## src/rtl/regfile_mp.sv

```systemverilog
// Parametrised 2-write/2-read register file with byte enables, optional
// write-to-read bypass, optional hardwired-zero entry 0 and a sequential clear engine.
module regfile_mp #(
   parameter int DATA_W   = 32,
   parameter int ADDR_W   = 5,
   parameter int BYPASS   = 1,
   parameter int ZERO_REG = 1
) (
   input  logic                  clk,
   input  logic                  rst,
   input  logic                  we1,
   input  logic [ADDR_W-1:0]     waddr1,
   input  logic [DATA_W-1:0]     wdata1,
   input  logic [DATA_W/8-1:0]   wbe1,
   input  logic                  we2,
   input  logic [ADDR_W-1:0]     waddr2,
   input  logic [DATA_W-1:0]     wdata2,
   input  logic [DATA_W/8-1:0]   wbe2,
   input  logic [ADDR_W-1:0]     raddr1,
   output logic [DATA_W-1:0]     rdata1,
   input  logic [ADDR_W-1:0]     raddr2,
   output logic [DATA_W-1:0]     rdata2,
   input  logic                  clr,
   output logic                  busy
);

   localparam int NB    = DATA_W / 8;
   localparam int DEPTH = 2 ** ADDR_W;

   typedef enum logic {CLEAR, IDLE} state_t;

   state_t              state;
   logic [ADDR_W-1:0]   cnt;
   logic [DATA_W-1:0]   mem [DEPTH];
   logic                wen1;
   logic                wen2;

   // Writes only land in IDLE, never alongside a clear request, never on a hardwired zero.
   assign wen1 = we1 && (state == IDLE) && !clr && !((ZERO_REG != 0) && (waddr1 == '0));
   assign wen2 = we2 && (state == IDLE) && !clr && !((ZERO_REG != 0) && (waddr2 == '0));

   // Entry value after this cycle's writes: port 1 bytes first, port 2 bytes on top.
   function automatic logic [DATA_W-1:0] merge(input logic [ADDR_W-1:0] a,
                                               input logic [DATA_W-1:0] old);
      logic [DATA_W-1:0] v;
      v = old;
      for (int b = 0; b < NB; b++) begin
         if (wen1 && (waddr1 == a) && wbe1[b]) v[8*b +: 8] = wdata1[8*b +: 8];
         if (wen2 && (waddr2 == a) && wbe2[b]) v[8*b +: 8] = wdata2[8*b +: 8];
      end
      return v;
   endfunction

   function automatic logic [DATA_W-1:0] rd(input logic [ADDR_W-1:0] a);
      if (busy || ((ZERO_REG != 0) && (a == '0))) return '0;
      else if (BYPASS != 0)                         return merge(a, mem[a]);
      else                                          return mem[a];
   endfunction

   always_comb begin
      rdata1 = rd(raddr1);
      rdata2 = rd(raddr2);
   end

   // Both ports write the fully merged word, so a shared address resolves identically.
   always_ff @(posedge clk) begin
      if (state == CLEAR) begin
         mem[cnt] <= '0;
      end else begin
         if (wen1) mem[waddr1] <= merge(waddr1, mem[waddr1]);
         if (wen2) mem[waddr2] <= merge(waddr2, mem[waddr2]);
      end
   end

   always_ff @(posedge clk or negedge rst) begin
      if (!rst) begin
         state <= CLEAR;
         cnt   <= '0;
         busy  <= 1'b1;
      end else begin
         case (state)
            CLEAR: begin
               if (clr) begin
                  cnt <= '0;
               end else begin
                  if (cnt == {ADDR_W{1'b1}}) begin
                     state <= IDLE;
                     busy  <= 1'b0;
                  end
                  cnt <= cnt + 1'b1;
               end
            end
            IDLE: begin
               if (clr) begin
                  state <= CLEAR;
                  cnt   <= '0;
                  busy  <= 1'b1;
               end
            end
            default: begin
               state <= CLEAR;
               cnt   <= '0;
               busy  <= 1'b1;
            end
         endcase
      end
   end

endmodule
```

## config.mk

```make
export PLATFORM = sky130hd
export DESIGN_NAME = regfile_mp
export DESIGN_NICKNAME = d
export VERILOG_FILES = /design/src/rtl/regfile_mp.sv
export SDC_FILE = /design/constraint.sdc
export NUM_CORES = 2
export LEC_CHECK = 0
export CORE_MARGIN = 1.5
export CORE_UTILIZATION = 48
export CTS_CLUSTER_DIAMETER = 200
export DETAILED_ROUTE_END_ITERATION = 7
export GPL_TIMING_DRIVEN = 0
export PLACE_DENSITY_LB_ADDON = 0.25
export SKIP_LAST_GASP = 1
export SLEW_MARGIN = 20
export SYNTH_ARGS = -nofsm -noshare
export SYNTH_HDL_FRONTEND = slang
export SYNTH_SLANG_ARGS = --single-unit
```

## constraint.sdc

```tcl
create_clock -name clk -period 3.9 [get_ports clk]
set_input_delay 0.78 -clock clk [delete_from_list [all_inputs] [get_ports clk]]
set_output_delay 0.78 -clock clk [all_outputs]
set_load 0.03 [all_outputs]
```

==> results.cfg <==
[outcome]
status = complete, but fails checks
violations = DRC, setup timing

[route]
drtIter0Drc = 8787
via_per_inst = 7.487
wirelength_um = 306600
drc = 1
wl_per_cell_um = 45.05
vias = 50960
dr.pass1.iters = 8
antenna_left = 0

[cells_and_area]
drive_above_1_share = 0.3755
nNetsFinal = 5025
final_cell_area_mm2 = 0.07894
register_area_mm2 = 0.03093
final_util = 0.5930
mostFrequentLayoutCells = mux2i_1 (1,092), edfxtp_1 (1,024), mux4_2 (515), buf_4 (233), nand2_1 (204)
area_growth_pct = 22.92
fillers = 10400
final_common_cell = mux2i_1
multiInputGateArea_mm2 = 0.03361
finalNonFillerCells = 6806

[min_path]
hold_path.class = in2reg
hp-start = clr
whs_path_depth = 2
hold_end = cnt[3]$_DFFE_PN0P_

[power_and_ir_drop]
p_int_uw = 20270
power_frac_seq = 0.441
p_sw_uw = 7431
p_total_uw = 27700
clkPwrFrac = 0.420
power_leakage_uw = 0.02883
vdd_ir_drop_max_mv = 0.3765
pwr-share-comb = 0.139
swShare = 0.2682
cellPowerDensity_mw_per_mm2 = 350.9

[setup_path]
path_cells = buf_16 -> buf_12 -> buf_16 -> buf_12 -> clkbuf_16 -> buf_4 -> mux4_2 -> mux4_2 -> a21oi_4 -> o221ai_2 -> buf_4
rr_endpoint = mem[5][25]$_DFFE_PP_
ff2ff_path_depth = 10
regToRegStartpoint = state$_DFF_PN0_
rrSetupSlack_ns = -0.05
cpLargestDelayFamily = multiplexers
cpPeakStageDelay_ns = 0.53
critical_path.slowest_cell = mux4_2
cp.required_ns = 3.12
cp_data_arrival_time_ns = 3.29
path_class = in2out
crit_fanout = 7
critical_path_buf_inv_count = 7
critPathLaunchType = input pin
end_kind = output port

[clocking]
htree_levels = 3
insertion_delay_ns = 0.79
cts.sinks = 1031
clockBufferDepth = 3
clk_pin_slew_ns = 0.06
cts_tree = built
ctsHoldBuffers = 0
cts_inserted_buffers = 115
cts_root_buf = clkbuf_16

[placed_design]
place_hpwl_um = 217500
postPlaceCellArea_mm2 = 0.06924
dp_cells = 6405
gp_congestion = 1.043
port_buffers = 150

[synth]
synth_ff_type = edfxtp_1
synthesis.nets = 4500
synth_edf_count = 1024
avgSynthCellArea_um2 = 14.59
synth_cells = 4401
netlist_area_mm2 = 0.06422
synthArstFlopShare = 0.006790
yosysWarnings = 0
ys_ff_latch = 1031
synth-seq-area-share = 0.4816
ys_types = 79

[grt]
grt_max_degree = 17
antenna_found_initial = 22
grt_pass1_vias = 47890
grt_overflow = 0
track_usage = 0.4401
grt_pass1_wl_um = 402000

[sta]
setup_viol_count_final = 346
fin_crit_sh = 1.045
setup_ws_ns = -0.1747
clock_skew_ns = 0.02566
worst_slew_pin_slew_ns = 1.292
fin_crit_ns = 4.075
max_freq_mhz = 245.4
relSlewSlack = 0.1360
hold_violations = 0
rsz0062_at_grt = yes
drv_slew = 0

[floorplan]
die-area_mm2 = 0.1360
die_x_um = 368.8
core_area_mm2 = 0.1331
rows = 134
io_pins = 162
die_h_um = 368.8
start_util = 0.4824

[flow_run]
cap_violations = 0
[metrics by stage]
| stage | hold slack [ns] | setup TNS, ns | setup slack, ns |
|---|---|---|---|
| final | 0.3107 | -18.01 | -0.1747 |
| after global routing | 0.3452 | -2.440 | -0.1646 |
| after CTS | 0.2883 | -13.87 | -0.1922 |
| after detailed placement | 0.6129 | -1939.44 | -2.706 |
| after global placement | 0.5946 | -3081.14 | -2.829 |
| after floorplan | 0.4844 | 0 | 0.1444 |
[logic make-up (layout without fill, tap and decap cells)]
logic type	Yosys count	in the layout	synth area share
XOR/XNOR	28	28	0.003819
flip-flops	1031	1031	0.4816
other	0	16	0
AND/OR/NAND/NOR	604	604	0.05064
multiplexers	1709	1709	0.3685
AO/OA/AOI/OAI	497	497	0.05479
buffers and inverters	530	1151	0.04025
adder cells (fa/ha/maj)	2	2	0.0003896
[flip-flops by register name, indices dropped and copies added (netlist names)]
name	flops
cnt	5
busy	1
mem	1024
state	1
[cells in the mapped netlist (14+ instances only)]
cell type	instances	share of area
a211o_1	18	0.0025
a21o_1	16	0.0019
a21oi_1	56	0.0044
a221o_1	15	0.0023
a221oi_1	36	0.0049
a22oi_1	15	0.0018
a31oi_1	16	0.0016
a32oi_1	14	0.0019
and4_1	16	0.0022
buf_1	25	0.0015
buf_2	207	0.016
buf_4	32	0.0037
buf_6	23	0.0040
clkbuf_1	175	0.010
edfxtp_1	1024	0.48
inv_1	63	0.0037
mux2i_1	1183	0.18
mux4_2	515	0.18
nand2_1	223	0.013
nand2_2	34	0.0033
nand2_4	20	0.0035
nand2b_1	19	0.0019
nand3_1	15	0.0012
nor2_1	124	0.0072
nor2_2	27	0.0026
nor2_4	24	0.0042
nor2b_1	16	0.0016
nor3_1	14	0.0011
nor4_1	16	0.0016
o21ai_0	72	0.0056
o21ai_1	19	0.0015
o221ai_1	48	0.0065
o22ai_1	99	0.0096
xnor2_1	27	0.0037
[area by class of cell]
cell class,instances,area share
Antenna cell,16,0.0005072
Timing Repair Buffer,418,0.05291
Clock buffer,149,0.03845
Tap cell,1768,0.02802
Multi-Input combinational cell,2840,0.4258
Clock inverter,64,0.01078
Inverter,65,0.003107
Sequential cell,1031,0.3918
Buffer,455,0.04863
[worst max-delay path by stage]
stage,from,endpoint,slack (ns),depth (start not counted)
6_report,raddr2[0],rdata2[12],-0.17,11
5_1_grt,raddr2[0],rdata2[12],-0.16,11
4_1_cts,we2,mem[3][5]$_DFFE_PP_,-0.19,11
3_5_place_dp,raddr1[2],rdata1[13],-2.71,10
3_3_place_gp,raddr1[2],rdata1[20],-2.83,10
2_1_floorplan,waddr2[3],rdata2[25],0.14,9
[power by group through the flow]
stage	Combinational, µW	Clock [µW]	Sequential [µW]
2_1_floorplan	1640	0	12400
3_3_place_gp	2960	0	12400
3_5_place_dp	3010	0	12400
4_1_cts	3490	11500	12200
5_1_grt	3830	11900	12200
6_report	3860	11600	12200
[layer usage]
| metal | part of all wire | track usage | wire (µm) | up-vias |
|---|---|---|---|---|
| met4 | 0.089 | 0.3132 | 27210 | 25 |
| met1 | 0.33 | 0.5438 | 102600 | 25880 |
| met5 | 0.0023 | 0.02671 | 715 | - |
| li1 | - | - | - | 18940 |
| met3 | 0.16 | 0.1936 | 50550 | 1187 |
| met2 | 0.41 | 0.6110 | 125500 | 4925 |
[worst register-to-register path, delay by kind of cell (launching register included)]
family                 cells  cell delay (ns)
buffers and inverters      5             1.46
AO/OA/AOI/OAI              3             0.90
multiplexers               1             0.67
flip-flops                 1             0.36
AND/OR/NAND/NOR            1             0.18
[what timing repair did]
item | in CTS | in global routing
pin swaps | 55 | 64
gates resized for setup | 1125 | 250
setup endpoints to repair | 1305 | 780
cloned | 8 | 6
buffers inserted | 109 | 64
Power figures use the tool's default switching activity.
